File: src/rtl/ucsbece154a_wbuf.sv
// ucsbece154a_wbuf -- store write buffer between the processor data port and
// data memory. Stores queue in a circular FIFO and retire in order whenever
// memory is ready. Loads read memory directly and take the youngest matching
// buffered store instead when one exists.
//
// Ports
//   clk, reset       rising-edge clock, synchronous active-high reset
//   we_i/a_i/wd_i    processor store request, address, data
//   rd_o             load data (combinational forward or mem_rd_i)
//   stall_o          store not accepted this cycle (buffer full)
//   mem_ra_o/rd_i    memory read port (address is a_i unchanged)
//   mem_we_o/wa_o/wd_o/ready_i  memory write port, driven from the head entry
//   count_o, empty_o occupancy

// Per-entry address comparator: one instance per buffer slot.
module ucsbece154a_wbuf_match (
  input  logic        valid,
  input  logic [29:0] ea,
  input  logic [29:0] a,
  output logic        hit
);
  assign hit = valid & (ea == a);
endmodule

module ucsbece154a_wbuf #(
  parameter int DEPTH = 4
) (
  input  logic                     clk,
  input  logic                     reset,
  input  logic                     we_i,
  input  logic [31:0]              a_i,
  input  logic [31:0]              wd_i,
  output logic [31:0]              rd_o,
  output logic                     stall_o,
  output logic [31:0]              mem_ra_o,
  input  logic [31:0]              mem_rd_i,
  output logic                     mem_we_o,
  output logic [31:0]              mem_wa_o,
  output logic [31:0]              mem_wd_o,
  input  logic                     mem_ready_i,
  output logic [$clog2(DEPTH):0]   count_o,
  output logic                     empty_o
);
  localparam int PW = $clog2(DEPTH);
  localparam int CW = PW + 1;

  typedef struct packed {
    logic [29:0] wa;
    logic [31:0] wd;
  } entry_t;

  entry_t [DEPTH-1:0] buf_q;
  logic [PW-1:0]      head_q, tail_q;
  logic [CW-1:0]      cnt_q;
  logic               full, enq, deq;
  logic [DEPTH-1:0]   hit;
  logic [PW-1:0]      rd_ptr;

  // byte offset is ignored: the buffer works on word addresses only
  logic unused_lsb;
  assign unused_lsb = ^a_i[1:0];

  // full/stall use the registered count, so a drain in the same cycle does
  // not free room for the incoming store until the next cycle
  assign full    = (cnt_q == CW'(DEPTH));
  assign stall_o = we_i & full;
  assign enq     = we_i & ~full;
  assign deq     = mem_we_o & mem_ready_i;

  assign mem_we_o = (cnt_q != '0);
  assign mem_wa_o = {buf_q[head_q].wa, 2'b00};
  assign mem_wd_o = buf_q[head_q].wd;
  assign mem_ra_o = a_i;
  assign count_o  = cnt_q;
  assign empty_o  = (cnt_q == '0);

  always_ff @(posedge clk) begin
    if (reset) begin
      head_q <= '0;
      tail_q <= '0;
      cnt_q  <= '0;
    end else begin
      if (enq) tail_q <= tail_q + 1'b1;
      if (deq) head_q <= head_q + 1'b1;
      case ({enq, deq})
        2'b10:   cnt_q <= cnt_q + 1'b1;
        2'b01:   cnt_q <= cnt_q - 1'b1;
        default: cnt_q <= cnt_q;
      endcase
    end
  end

  // entry payload carries no reset; validity comes from head/count only
  always_ff @(posedge clk) begin
    if (enq) buf_q[tail_q] <= {a_i[31:2], wd_i};
  end

  // slot g is valid when its distance from head is below the count
  for (genvar g = 0; g < DEPTH; g++) begin : g_ent
    logic [PW-1:0] age;
    logic          vld;
    assign age = PW'(g) - head_q;
    assign vld = ({1'b0, age} < cnt_q);
    ucsbece154a_wbuf_match u_match (
      .valid (vld),
      .ea    (buf_q[g].wa),
      .a     (a_i[31:2]),
      .hit   (hit[g])
    );
  end

  // walk oldest to youngest so the last hit (closest to tail) wins;
  // the head entry still forwards in the cycle it retires
  always_comb begin
    rd_o   = mem_rd_i;
    rd_ptr = '0;
    for (int i = 0; i < DEPTH; i++) begin
      rd_ptr = head_q + PW'(i);
      if (hit[rd_ptr]) rd_o = buf_q[rd_ptr].wd;
    end
  end
endmodule

File: config.mk
export PLATFORM = sky130hd
export DESIGN_NAME = ucsbece154a_wbuf
export DESIGN_NICKNAME = d
export VERILOG_FILES = /design/src/rtl/ucsbece154a_wbuf.sv
export SDC_FILE = /design/constraint.sdc
export NUM_CORES = 1
export LEC_CHECK = 0
export ABC_AREA = 0
export CORE_ASPECT_RATIO = 0.5
export CORE_MARGIN = 10
export CORE_UTILIZATION = 55
export DETAILED_ROUTE_END_ITERATION = 7
export GPL_TIMING_DRIVEN = 0
export MAX_ROUTING_LAYER = met4
export PLACE_DENSITY_LB_ADDON = 0.05
export RECOVER_POWER = 50
export SYNTH_ARGS = -nofsm -noshare
export SYNTH_HDL_FRONTEND = slang
export SYNTH_HIERARCHICAL = 1
export SYNTH_SLANG_ARGS = --single-unit
export TNS_END_PERCENT = 100
File: constraint.sdc
create_clock -name clk -period 5.6 [get_ports clk]
set_input_delay 1.4 -clock clk [delete_from_list [all_inputs] [get_ports clk]]
set_output_delay 1.4 -clock clk [all_outputs]
set_load 0.01 [all_outputs]
==> run summary <==
status -> finished, violations left
failing checks -> negative setup slack
DR WL/cell -> 26.60 um
WS Path Type -> input pin to primary output
sequential share of the synthesized area -> 49.96%
post-synthesis cell type count -> 38
YS warnings -> 6
clk slew on worst S/H paths -> 60 ps
Gate Count Post-Synth -> 926
worst path bufs/invs -> 5
Psw -> 2.168 mW
Worst path depth -> 13
initial antenna violation count -> 0
I/O pin cnt -> 234
CP delay by family, top -> simple AND/OR/NAND/NOR gates
Post-synth EDFFs -> 248
PD cells -> 367.5 nW/um2
leading area contributor after synthesis -> edfxtp_1
Critical Path, Cell by Cell -> clkdlybuf4s15_2 -> xnor2_2 -> nand4_1 -> or4_4 -> nor4_4 -> buf_4 -> mux4_2 -> buf_6 -> buf_12 -> mux2_4 -> o211ai_4 -> a31oi_4 -> buf_6
max-cap viol count -> 0
top-area cell type share of the netlist area -> 49.04%
Worst setup EP type -> primary output
Total GRT Usage -> 24.10%
Critical Path RT -> 4200 ps
Post-DRT Antenna Nets -> 0
setup_tns -> -6091 ps
clock root cell -> clkbuf_16
Peak VDD IR -> 0.2498 mV
dpl cell area -> 18020 um2
Worst path max stage delay -> 520 ps
die height -> 137.5 um
routed via count -> 9963
cell internal pwr -> 4.877 mW
Vias/cell -> 6.322
detailed placement HPWL -> 27.89 mm
drt pass-1 iters -> 5
final setup fails -> 32
Core ar. -> 26800 um2
RSZ-0062 raised after global routing -> yes
multi-input logic area -> 7162 um2
layout cells sized above 1 -> 37.83%
Clock power frac -> 23.3%
post-synthesis average cell area -> 16.40 um2
Slew @ Worst Pin -> 819.8 ps
Filler Cell Count -> 1771
Tcrit/Tclk final -> 105.4%
shortest period the worst path allows -> 5900 ps
Post-CTS Hold Buffers -> 0
synth top area cells -> edfxtp_1, mux4_2, xnor2_1, mux2_4, o211ai_2
max-slew violations -> 0
ys async rst share -> 0%
Chip Width -> 255 um
vias in the first global route -> 10450
maximum buffer depth of the clock tree -> 3
sw frac -> 30.77%
worst r2r path cells -> 5
global-route wire length before repair -> 61.79 mm
fmax -> 0.1695 GHz
DRC viols -> 0
setup ws final -> -299.8 ps
Layout Cells excl Fill -> 1576
Worst EP arrival -> 4500 ps
Reg power frac -> 35.0%
top-count cell post-synth -> edfxtp_1
clock sinks -> 255
Skew-Pair Late Insertion Delay -> 560 ps
htree depth -> 1
Critical Path Source -> a_i[25]
R2R setup slack -> 2990 ps
Crit Path Max Fanout -> 9
CP startpoint kind -> input pin
cts bufs inserted -> 25
register area -> 7595 um2
diode count -> 0
post-route cell area -> 19170 um2
crit path to -> rd_o[9]
hold_ws -> 553.6 ps
row count -> 42
TritonCTS clock tree -> yes
HP Class -> flip-flop to flip-flop
die area -> 35060 um2
GP Congestion -> 0.8275
Leak -> 6.323 nW
Crit path top cell by count -> buf_6
Post-synth top cells -> edfxtp_1, mux4_2, xnor2_1
Worst slew margin -> 45.35%
drt total wl -> 41.91 mm
FF-to-FF End -> buf_q[21]
IO buf count -> 229
fin nets -> 1321
reg-to-reg startpoint -> count_o[0]
Worst path slowest cell -> or4_4
P&R area growth vs syn -> 26.26%
initial cell density of the core -> 56.67%
Max Clock Skew -> 19.77 ps
Placed Cells -> 1512
final hold vios -> 0
Seq cells post-synth -> 255
grt ovf -> 0
DRT iter0 DRCs -> 836
ys flop type -> edfxtp_1
post-synthesis cell area -> 15190 um2
largest net degree at the start of global routing -> 35
Comb pwr share -> 41.7%
-- worst min path at each step --
stage | startpoint | to | slack (ps) | depth (start not counted)
after floorplan | tail_q[1] | tail_q[1] | 510 | 2
after global placement | tail_q[1] | tail_q[1] | 530 | 2
after detailed placement | tail_q[1] | tail_q[1] | 550 | 2
after CTS | tail_q[1] | tail_q[1] | 560 | 2
after global routing | tail_q[1] | tail_q[1] | 580 | 2
final | tail_q[1] | tail_q[1] | 550 | 2
-- power groups by stage --
stage	combinational, mW	sequential [mW]	clock, mW
final	2.94	2.47	1.64
after global routing	3.11	2.49	1.73
after CTS	2.93	2.45	1.66
after detailed placement	2.87	2.49	0
after global placement	2.83	2.49	0
after floorplan	1.81	2.46	0
-- registers in the layout (all words and copies together), names as in the netlist --
name and cells:
tail_q 2, head_q 2, buf_q 248, count_o 3
-- metrics by stage --
step	utilization [%]	setup slack [ps]	power, mW
floorplan	-	241.8	4.272
global placement	66.88	-1888	5.324
detailed placement	67.24	-1973	5.361
CTS	71.14	-171.3	7.037
global route	71.55	-385.2	7.326
finish	71.55	-299.8	7.046
-- timing repair --
action / 4_1_cts / 5_1_grt
cloned: 1 / 1
pin swaps: 26 / 22
resized for setup: 276 / 43
endpoints found under the setup margin: 32 / 32
setup buffers: 19 / 11
-- logic make-up (layout without fill, tap and decap cells) --
family,Yosys count,count (layout),synth area share (%)
DFF,255,255,49.96
AOI/OAI and AO/OA,74,74,4.276
xor gates and xnor gates,126,126,7.266
adders and majority gates,10,10,0.8733
and+or+nand+nor,157,157,5.446
other,1,2,0.02469
muxes,200,200,27.49
buffers and inverters,103,400,4.663
-- cells in the final DEF, fill, tap and decap left out, drive strengths merged --
| master | instances |
|---|---|
| clkinv | 6 |
| clkdlybuf4s50 | 170 |
| nand2 | 34 |
| or4 | 4 |
| a21boi | 1 |
| ha | 9 |
| mux2i | 6 |
| a31oi | 32 |
| fa | 1 |
| o31a | 1 |
| inv | 11 |
| a21oi | 6 |
| nand4 | 28 |
| dfxtp | 7 |
| o211ai | 32 |
| o21bai | 1 |
| mux2 | 34 |
| o21ai | 1 |
| buf | 148 |
| nand2b | 33 |
| xor2 | 18 |
| dlymetal6s2s | 1 |
| and2 | 4 |
| clkdlybuf4s15 | 8 |
| and3 | 1 |
| dlygate4sd2 | 6 |
| edfxtp | 248 |
| nor2 | 40 |
| bufinv | 2 |
| xnor2 | 108 |
| or2 | 3 |
| nor4 | 8 |
| mux4 | 160 |
| conb | 2 |
| or3 | 2 |
| clkbuf | 48 |
-- cell type report --
| class | instances | share of cell area [%] |
|---|---|---|
| buffer | 86 | 3.752 |
| clock buffer | 30 | 3.361 |
| clock inverter | 10 | 0.6003 |
| inverter | 9 | 0.1762 |
| multi-input combinational | 569 | 37.35 |
| sequential | 255 | 39.61 |
| tap | 352 | 2.297 |
| timing repair buffer | 265 | 12.85 |
-- routing by layer --
layer  part of all wire [%]  wire length, um  up-vias  GRT usage [%]
met5                      0                0        -              -
met4                    2.2              940        0          5.422
met3                    8.1             3396       74          4.682
met2                     51            21570      481          41.75
met1                     38            16010     5118          29.13
li1                       -                -     4290              -
-- worst reg2reg max path, cell delays in order (launching register included) --
cell and delay (ps):
dfxtp_1 330, clkbuf_1 290, nor2_1 100, a21boi_1 560
and2_4 650, buf_12 320
Note: power is estimated with default switching activity, not from simulation.
